==> config.mk <==
export PLATFORM = sky130hd
export DESIGN_NAME = vr_onehot_l_ctr_enc
export DESIGN_NICKNAME = d
export VERILOG_FILES = /design/src/rtl/vr_onehot_l_ctr_enc_pkg.sv /design/src/rtl/vr_onehot_l_enc.sv /design/src/rtl/vr_onehot_l_ctr_enc.sv
export SDC_FILE = /design/constraint.sdc
export NUM_CORES = 1
export LEC_CHECK = 0
export ABC_AREA = 1
export CAP_MARGIN = 20
export CORE_UTILIZATION = 38
export DETAILED_ROUTE_END_ITERATION = 8
export GPL_TIMING_DRIVEN = 0
export SLEW_MARGIN = 15
export SYNTH_ARGS = -nofsm -noshare
export SYNTH_HDL_FRONTEND = slang
export SYNTH_SLANG_ARGS = --single-unit
==> constraint.sdc <==
create_clock -name clk_i -period 1.97 [get_ports clk_i]
set_input_delay 0.197 -clock clk_i [delete_from_list [all_inputs] [get_ports clk_i]]
set_output_delay 0.197 -clock clk_i [all_outputs]
set_load 0.1 [all_outputs]
==> src/rtl/vr_onehot_l_ctr_enc_pkg.sv <==
// rtl/vr_onehot_l_ctr_enc_pkg.sv - shared FSM encoding and default sizes for the one-hot receive checker
package vr_onehot_l_ctr_enc_pkg;

    localparam int DEF_N = 8;
    localparam int DEF_W = $clog2(DEF_N);

    typedef enum logic [1:0] {
        ST_ACQUIRE = 2'd0,
        ST_TRACK   = 2'd1,
        ST_FAULT   = 2'd2
    } vr_state_e;

endpackage

==> src/rtl/vr_onehot_l_enc.sv <==
// rtl/vr_onehot_l_enc.sv - combinational active-low one-hot to {legal, index} encoder
module vr_onehot_l_enc #(
    parameter int N = 8,
    parameter int W = $clog2(N)
) (
    input  logic [0:N-1] s_l_i,
    output logic         legal_o,
    output logic [W-1:0] idx_o
);

    logic found;
    logic multi;

    // idx_o only carries meaning when exactly one line is low
    always_comb begin
        found = 1'b0;
        multi = 1'b0;
        idx_o = '0;
        for (int i = 0; i < N; i++) begin
            if (!s_l_i[i]) begin
                if (found) multi = 1'b1;
                found = 1'b1;
                idx_o = W'(i);
            end
        end
    end

    assign legal_o = found & ~multi;

endmodule

==> src/rtl/vr_onehot_l_ctr_enc.sv <==
// rtl/vr_onehot_l_ctr_enc.sv - one-hot select bus encoder with +1 sequence lock checker; VR_ONEHOT_ERRCNT_EN adds an error counter
module vr_onehot_l_ctr_enc
    import vr_onehot_l_ctr_enc_pkg::*;
#(
    parameter int N        = DEF_N,
    parameter int W        = $clog2(N),
    parameter int LOCK_CNT = 2
) (
    input  logic         clk_i,
    input  logic         clr_i,
    input  logic         en_i,
    input  logic [0:N-1] s_l_i,
    output logic [W-1:0] q_o,
    output logic         valid_o,
    output logic         locked_o,
    output logic         err_code_o,
`ifdef VR_ONEHOT_ERRCNT_EN
    output logic [7:0]   err_cnt_o,
    output logic         err_seq_o
`else
    output logic         err_seq_o
`endif
);

    vr_state_e      state_q, state_d;
    logic [W-1:0]   q_q, q_d;
    logic           valid_q, valid_d;
    logic           locked_q, locked_d;
    logic           err_code_q, err_code_d;
    logic           err_seq_q, err_seq_d;
    logic [2:0]     good_q, good_d;
    logic           legal;
    logic [W-1:0]   idx;
    logic [W-1:0]   exp_idx;
    logic [2:0]     good_inc;

    vr_onehot_l_enc #(.N(N), .W(W)) u_enc (
        .s_l_i   (s_l_i),
        .legal_o (legal),
        .idx_o   (idx)
    );

    assign exp_idx  = q_q + W'(1);
    assign good_inc = good_q + 3'd1;

    always_ff @(posedge clk_i or posedge clr_i) begin
        if (clr_i) begin
            state_q    <= ST_ACQUIRE;
            q_q        <= '0;
            valid_q    <= 1'b0;
            locked_q   <= 1'b0;
            err_code_q <= 1'b0;
            err_seq_q  <= 1'b0;
            good_q     <= '0;
        end else begin
            state_q    <= state_d;
            q_q        <= q_d;
            valid_q    <= valid_d;
            locked_q   <= locked_d;
            err_code_q <= err_code_d;
            err_seq_q  <= err_seq_d;
            good_q     <= good_d;
        end
    end

    always_comb begin
        state_d    = state_q;
        q_d        = q_q;
        valid_d    = valid_q;
        good_d     = good_q;
        err_code_d = 1'b0;
        err_seq_d  = 1'b0;
        if (en_i) begin
            if (!legal) begin
                valid_d    = 1'b0;
                err_code_d = 1'b1;
                good_d     = '0;
                state_d    = (state_q == ST_TRACK) ? ST_FAULT : ST_ACQUIRE;
            end else begin
                q_d     = idx;
                valid_d = 1'b1;
                case (state_q)
                    ST_TRACK: begin
                        if (idx != exp_idx) begin
                            err_seq_d = 1'b1;
                            good_d    = '0;
                            state_d   = ST_FAULT;
                        end
                    end
                    // FAULT re-enters acquisition with good already zeroed
                    default: begin
                        state_d = ST_ACQUIRE;
                        if (valid_q && (idx == exp_idx)) begin
                            if (good_inc == 3'(LOCK_CNT)) begin
                                good_d  = '0;
                                state_d = ST_TRACK;
                            end else begin
                                good_d  = good_inc;
                            end
                        end else begin
                            good_d = '0;
                        end
                    end
                endcase
            end
        end
        locked_d = (state_d == ST_TRACK);
    end

    assign q_o        = q_q;
    assign valid_o    = valid_q;
    assign locked_o   = locked_q;
    assign err_code_o = err_code_q;
    assign err_seq_o  = err_seq_q;

`ifdef VR_ONEHOT_ERRCNT_EN
    logic [7:0] err_cnt_q;

    always_ff @(posedge clk_i or posedge clr_i) begin
        if (clr_i) begin
            err_cnt_q <= '0;
        end else if ((err_code_d || err_seq_d) && (err_cnt_q != 8'hFF)) begin
            err_cnt_q <= err_cnt_q + 8'd1;
        end
    end

    assign err_cnt_o = err_cnt_q;
`endif

endmodule

==> impl_metrics.prom <==
# TYPE chip_impl_metric gauge
chip_impl_metric{name="cap_violations",unit=""} 0
chip_impl_metric{name="cts.path.max_buffers",unit=""} 2
chip_impl_metric{name="cts_hold_fix_bufs",unit=""} 0
chip_impl_metric{name="clock-sinks",unit=""} 12
chip_impl_metric{name="power.internal",unit="mW"} 0.444
chip_impl_metric{name="max_stage_delay",unit="ns"} 1.12
chip_impl_metric{name="share_clk_of_total_power",unit="%"} 20.2
chip_impl_info{name="critical-path-slowest-cell",value="clkdlybuf4s50_1"} 1
chip_impl_metric{name="global_route.overflow_total",unit=""} 0
chip_impl_metric{name="synthesis.nets",unit=""} 134
chip_impl_metric{name="sw_frac_of_total",unit="%"} 44.3
chip_impl_metric{name="measured_slew_at_the_worst_slew_check_pin",unit="ns"} 0.970
chip_impl_metric{name="hold_ws",unit="ns"} 0.231
chip_impl_metric{name="report.final.setup_viol",unit=""} 0
chip_impl_metric{name="drt_first_iter_violations",unit=""} 20
chip_impl_metric{name="final_hold_violations",unit=""} 0
chip_impl_metric{name="fp.dieArea",unit="mm^2"} 0.00233
chip_impl_metric{name="power_density",unit="mW/mm^2"} 763
chip_impl_info{name="gr-max-usage-layer",value="met1"} 1
chip_impl_metric{name="die_h",unit="um"} 48.2
chip_impl_metric{name="grt_first_pass_wirelength",unit="um"} 2530
chip_impl_metric{name="fp.dieW",unit="um"} 48.2
chip_impl_metric{name="cellLeakagePower",unit="nW"} 0.570
chip_impl_metric{name="postSynthRegisterBits",unit=""} 12
chip_impl_metric{name="initial_core_util",unit="%"} 41.0
chip_impl_metric{name="synth.avg_cell_area",unit="um^2"} 6.77
chip_impl_metric{name="core_area",unit="mm^2"} 0.00198
chip_impl_metric{name="wire_per_inst",unit="um"} 9.30
chip_impl_metric{name="timing.critical_path.required",unit="ns"} 1.77
chip_impl_metric{name="synthToLayoutAreaGrowth",unit="%"} 28.7
chip_impl_metric{name="detailed_place_hpwl",unit="um"} 1260
chip_impl_metric{name="slew_viol_final",unit=""} 0
chip_impl_metric{name="synth_cell_types",unit=""} 20
chip_impl_metric{name="reg2reg_slack",unit="ns"} 0.24
chip_impl_info{name="timing.critical_path.max_delay_family",value="buffers and inverters"} 1
chip_impl_metric{name="critical_path_arrival",unit="ns"} 1.71
chip_impl_info{name="cp-end-kind",value="primary output"} 1
chip_impl_info{name="cts_tree",value="yes"} 1
chip_impl_metric{name="detailroute.via_count",unit=""} 738
chip_impl_metric{name="routed_wl",unit="um"} 1560
chip_impl_metric{name="comb_power_share",unit="%"} 43.7
chip_impl_metric{name="cts_htree_levels",unit=""} 1
chip_impl_metric{name="post_layout_nets",unit=""} 156
chip_impl_info{name="crit_type",value="flip-flop to primary output"} 1
chip_impl_metric{name="finish.utilization",unit="%"} 52.7
chip_impl_metric{name="grt_max_degree",unit=""} 13
chip_impl_metric{name="syn_area",unit="um^2"} 812
chip_impl_metric{name="layout_worst_path_cycle_share",unit="%"} 96.8
chip_impl_metric{name="grtUsageMet1",unit="%"} 23.1
chip_impl_metric{name="layout.cells.non_filler",unit=""} 168
chip_impl_metric{name="final_period_minus_worst_setup_slack",unit="ns"} 1.91
chip_impl_metric{name="met3_usage",unit="%"} 2.22
chip_impl_metric{name="placedCellCount",unit=""} 164
chip_impl_metric{name="ioPinCount",unit=""} 18
chip_impl_metric{name="maxClockFrequency",unit="GHz"} 0.524
chip_impl_metric{name="antenna_found_initial",unit=""} 0
chip_impl_metric{name="clkTransAtPathRegs",unit="ns"} 0.08
chip_impl_info{name="timing.critical_path.cells",value="clkdlybuf4s50_1"} 1
chip_impl_metric{name="io_buffers",unit=""} 17
chip_impl_metric{name="crit_buf_inv",unit=""} 1
chip_impl_metric{name="synth-edff-count",unit=""} 0
chip_impl_metric{name="stdcell_area",unit="mm^2"} 0.00104
chip_impl_metric{name="ir_worst_vdd",unit="mV"} 0.730
chip_impl_metric{name="postCtsSetupRepairBufs",unit=""} 0
chip_impl_metric{name="synth_seq_area_share",unit="%"} 37.0
chip_impl_metric{name="antenna_cells_inserted",unit=""} 0
chip_impl_metric{name="pwr-share-seq",unit="%"} 36.1
chip_impl_metric{name="switching_power",unit="mW"} 0.353
chip_impl_metric{name="residual_antenna_violating_net_count_after_detailed_routing",unit=""} 0
chip_impl_metric{name="grt_usage",unit="%"} 15.5
chip_impl_metric{name="gp_routability_congestion",unit=""} 0.760
chip_impl_metric{name="vias_per_cell",unit=""} 4.39
chip_impl_info{name="ys.flop_type",value="dfrtp_1"} 1
chip_impl_metric{name="timing.slew.headroom",unit="%"} 35.2
chip_impl_metric{name="first_global_vias",unit=""} 633
chip_impl_metric{name="fraction_of_final_layout_cells_with_drive_strength_greater_than_1",unit="%"} 12.1
chip_impl_metric{name="worst_skew_late_latency",unit="ns"} 0.27
chip_impl_metric{name="fin_skew",unit="ns"} 0.00101
chip_impl_metric{name="place_area",unit="mm^2"} 0.00102
chip_impl_metric{name="crit_fanout",unit=""} 1
chip_impl_metric{name="synth.yosys.warnings",unit=""} 0
chip_impl_info{name="clock_root_buffer_master",value="clkbuf_4"} 1
chip_impl_metric{name="netlist_instances",unit=""} 120
chip_impl_info{name="setup.worst_path.start_class",value="flip-flop"} 1
chip_impl_metric{name="numCtsBuffers",unit=""} 3
chip_impl_info{name="min_path_type",value="input pin to asynchronous set/reset pin"} 1
chip_impl_metric{name="post_synthesis_async_set_or_reset_flop_share",unit="%"} 100
chip_impl_metric{name="route.detailed.drc",unit=""} 0
chip_impl_metric{name="std_cell_rows",unit=""} 16
chip_impl_info{name="rsz0062_at_grt",value="false"} 1
chip_impl_info{name="outcome",value="completed"} 1
chip_impl_metric{name="drt_first_pass_iters",unit=""} 4
chip_impl_metric{name="grt_util_met2",unit="%"} 21.9
-- power groups by stage --
stage	clock [mW]	combinational, mW	sequential (mW)
floorplan	0	0.130	0.435
global placement	0	0.361	0.292
detailed placement	0	0.363	0.293
CTS	0.166	0.351	0.288
global route	0.177	0.379	0.290
finish	0.161	0.348	0.288
-- through the flow --
step	power [mW]	worst slack, ns	setup TNS [ns]
2_1_floorplan	0.565	0.0204	0
3_3_place_gp	0.653	0.0199	0
3_5_place_dp	0.656	-0.000330	-0.000330
4_1_cts	0.804	0.0260	0
5_1_grt	0.846	0.00174	0
6_report	0.797	0.0624	0
-- cells in the mapped netlist (2+ instances only) --
cell type,instances,area share (%)
inv_2,2,0.92
nand4_1,2,1.5
nor2_1,14,6.5
nand2_2,5,3.9
xnor2_1,2,2.2
nand2_1,46,21
inv_1,15,6.9
ha_1,3,4.6
o21ai_0,3,1.8
nor2_4,2,2.8
nor2_2,2,1.5
nand3_1,5,3.1
dfrtp_1,12,37
-- flip-flops by register name (all words and copies together) (netlist names) --
| register | cells |
|---|---|
| good_q | 3 |
| err_seq_o | 1 |
| q_o | 3 |
| err_code_o | 1 |
| locked_o | 1 |
| valid_o | 1 |
| state_q | 2 |
-- path summary, 6_finish.rpt --
path,start,end,cells past startpoint
max in group asynchronous,clr_i,q_o[1],2
worst min register to register,good_q[2],good_q[2],2
worst max register to register,q_o[0],good_q[1],12
worst max-delay path,err_seq_o,err_seq_o,1
min in group clk_i,good_q[2],good_q[2],2
worst min-delay path,clr_i,q_o[2],2
-- what timing repair did --
| item | in CTS | in global routing |
|---|---|---|
| setup endpoints to repair | 4 | 2 |
| resized for setup | 4 | 2 |
| hold endpoints to repair | 0 | 0 |
-- final cells by class --
class / instances / area, um^2
fill: 201 / 937
multi-input combinational: 91 / 448
sequential: 12 / 303
timing repair buffer: 17 / 170
inverter: 17 / 63.8
tap: 27 / 33.8
clock buffer: 4 / 26.3
-- cell families (layout without fill, tap and decap cells) --
| kind of cell | Yosys count | count (layout) | synth area share [%] |
|---|---|---|---|
| AO/OA/AOI/OAI | 8 | 8 | 6.16 |
| flip-flops | 12 | 12 | 37.0 |
| XOR/XNOR | 3 | 3 | 3.24 |
| adder cells (fa/ha/maj) | 3 | 3 | 4.62 |
| buffers and inverters | 17 | 38 | 7.86 |
| AND/OR/NAND/NOR | 77 | 77 | 41.1 |
-- cells in the final DEF, fill, tap and decap left out, drive strengths merged --
cell type / n
dlymetal6s2s: 2
nand4: 2
inv: 17
a31oi: 1
dlygate4sd2: 4
ha: 3
clkbuf: 4
o21ai: 4
clkdlybuf4s50: 11
nor3: 1
nand2: 51
nand3: 5
xnor2: 2
xor2: 1
nor2: 18
o21bai: 2
dfrtp: 12
a21oi: 1
-- layer usage --
metal / vias to the layer above / routed length, um
li1: 409 / -
met1: 308 / 806
met2: 19 / 668
met3: 2 / 68
met4: 0 / 19
met5: - / 0
(Power assumes the default switching activity.)
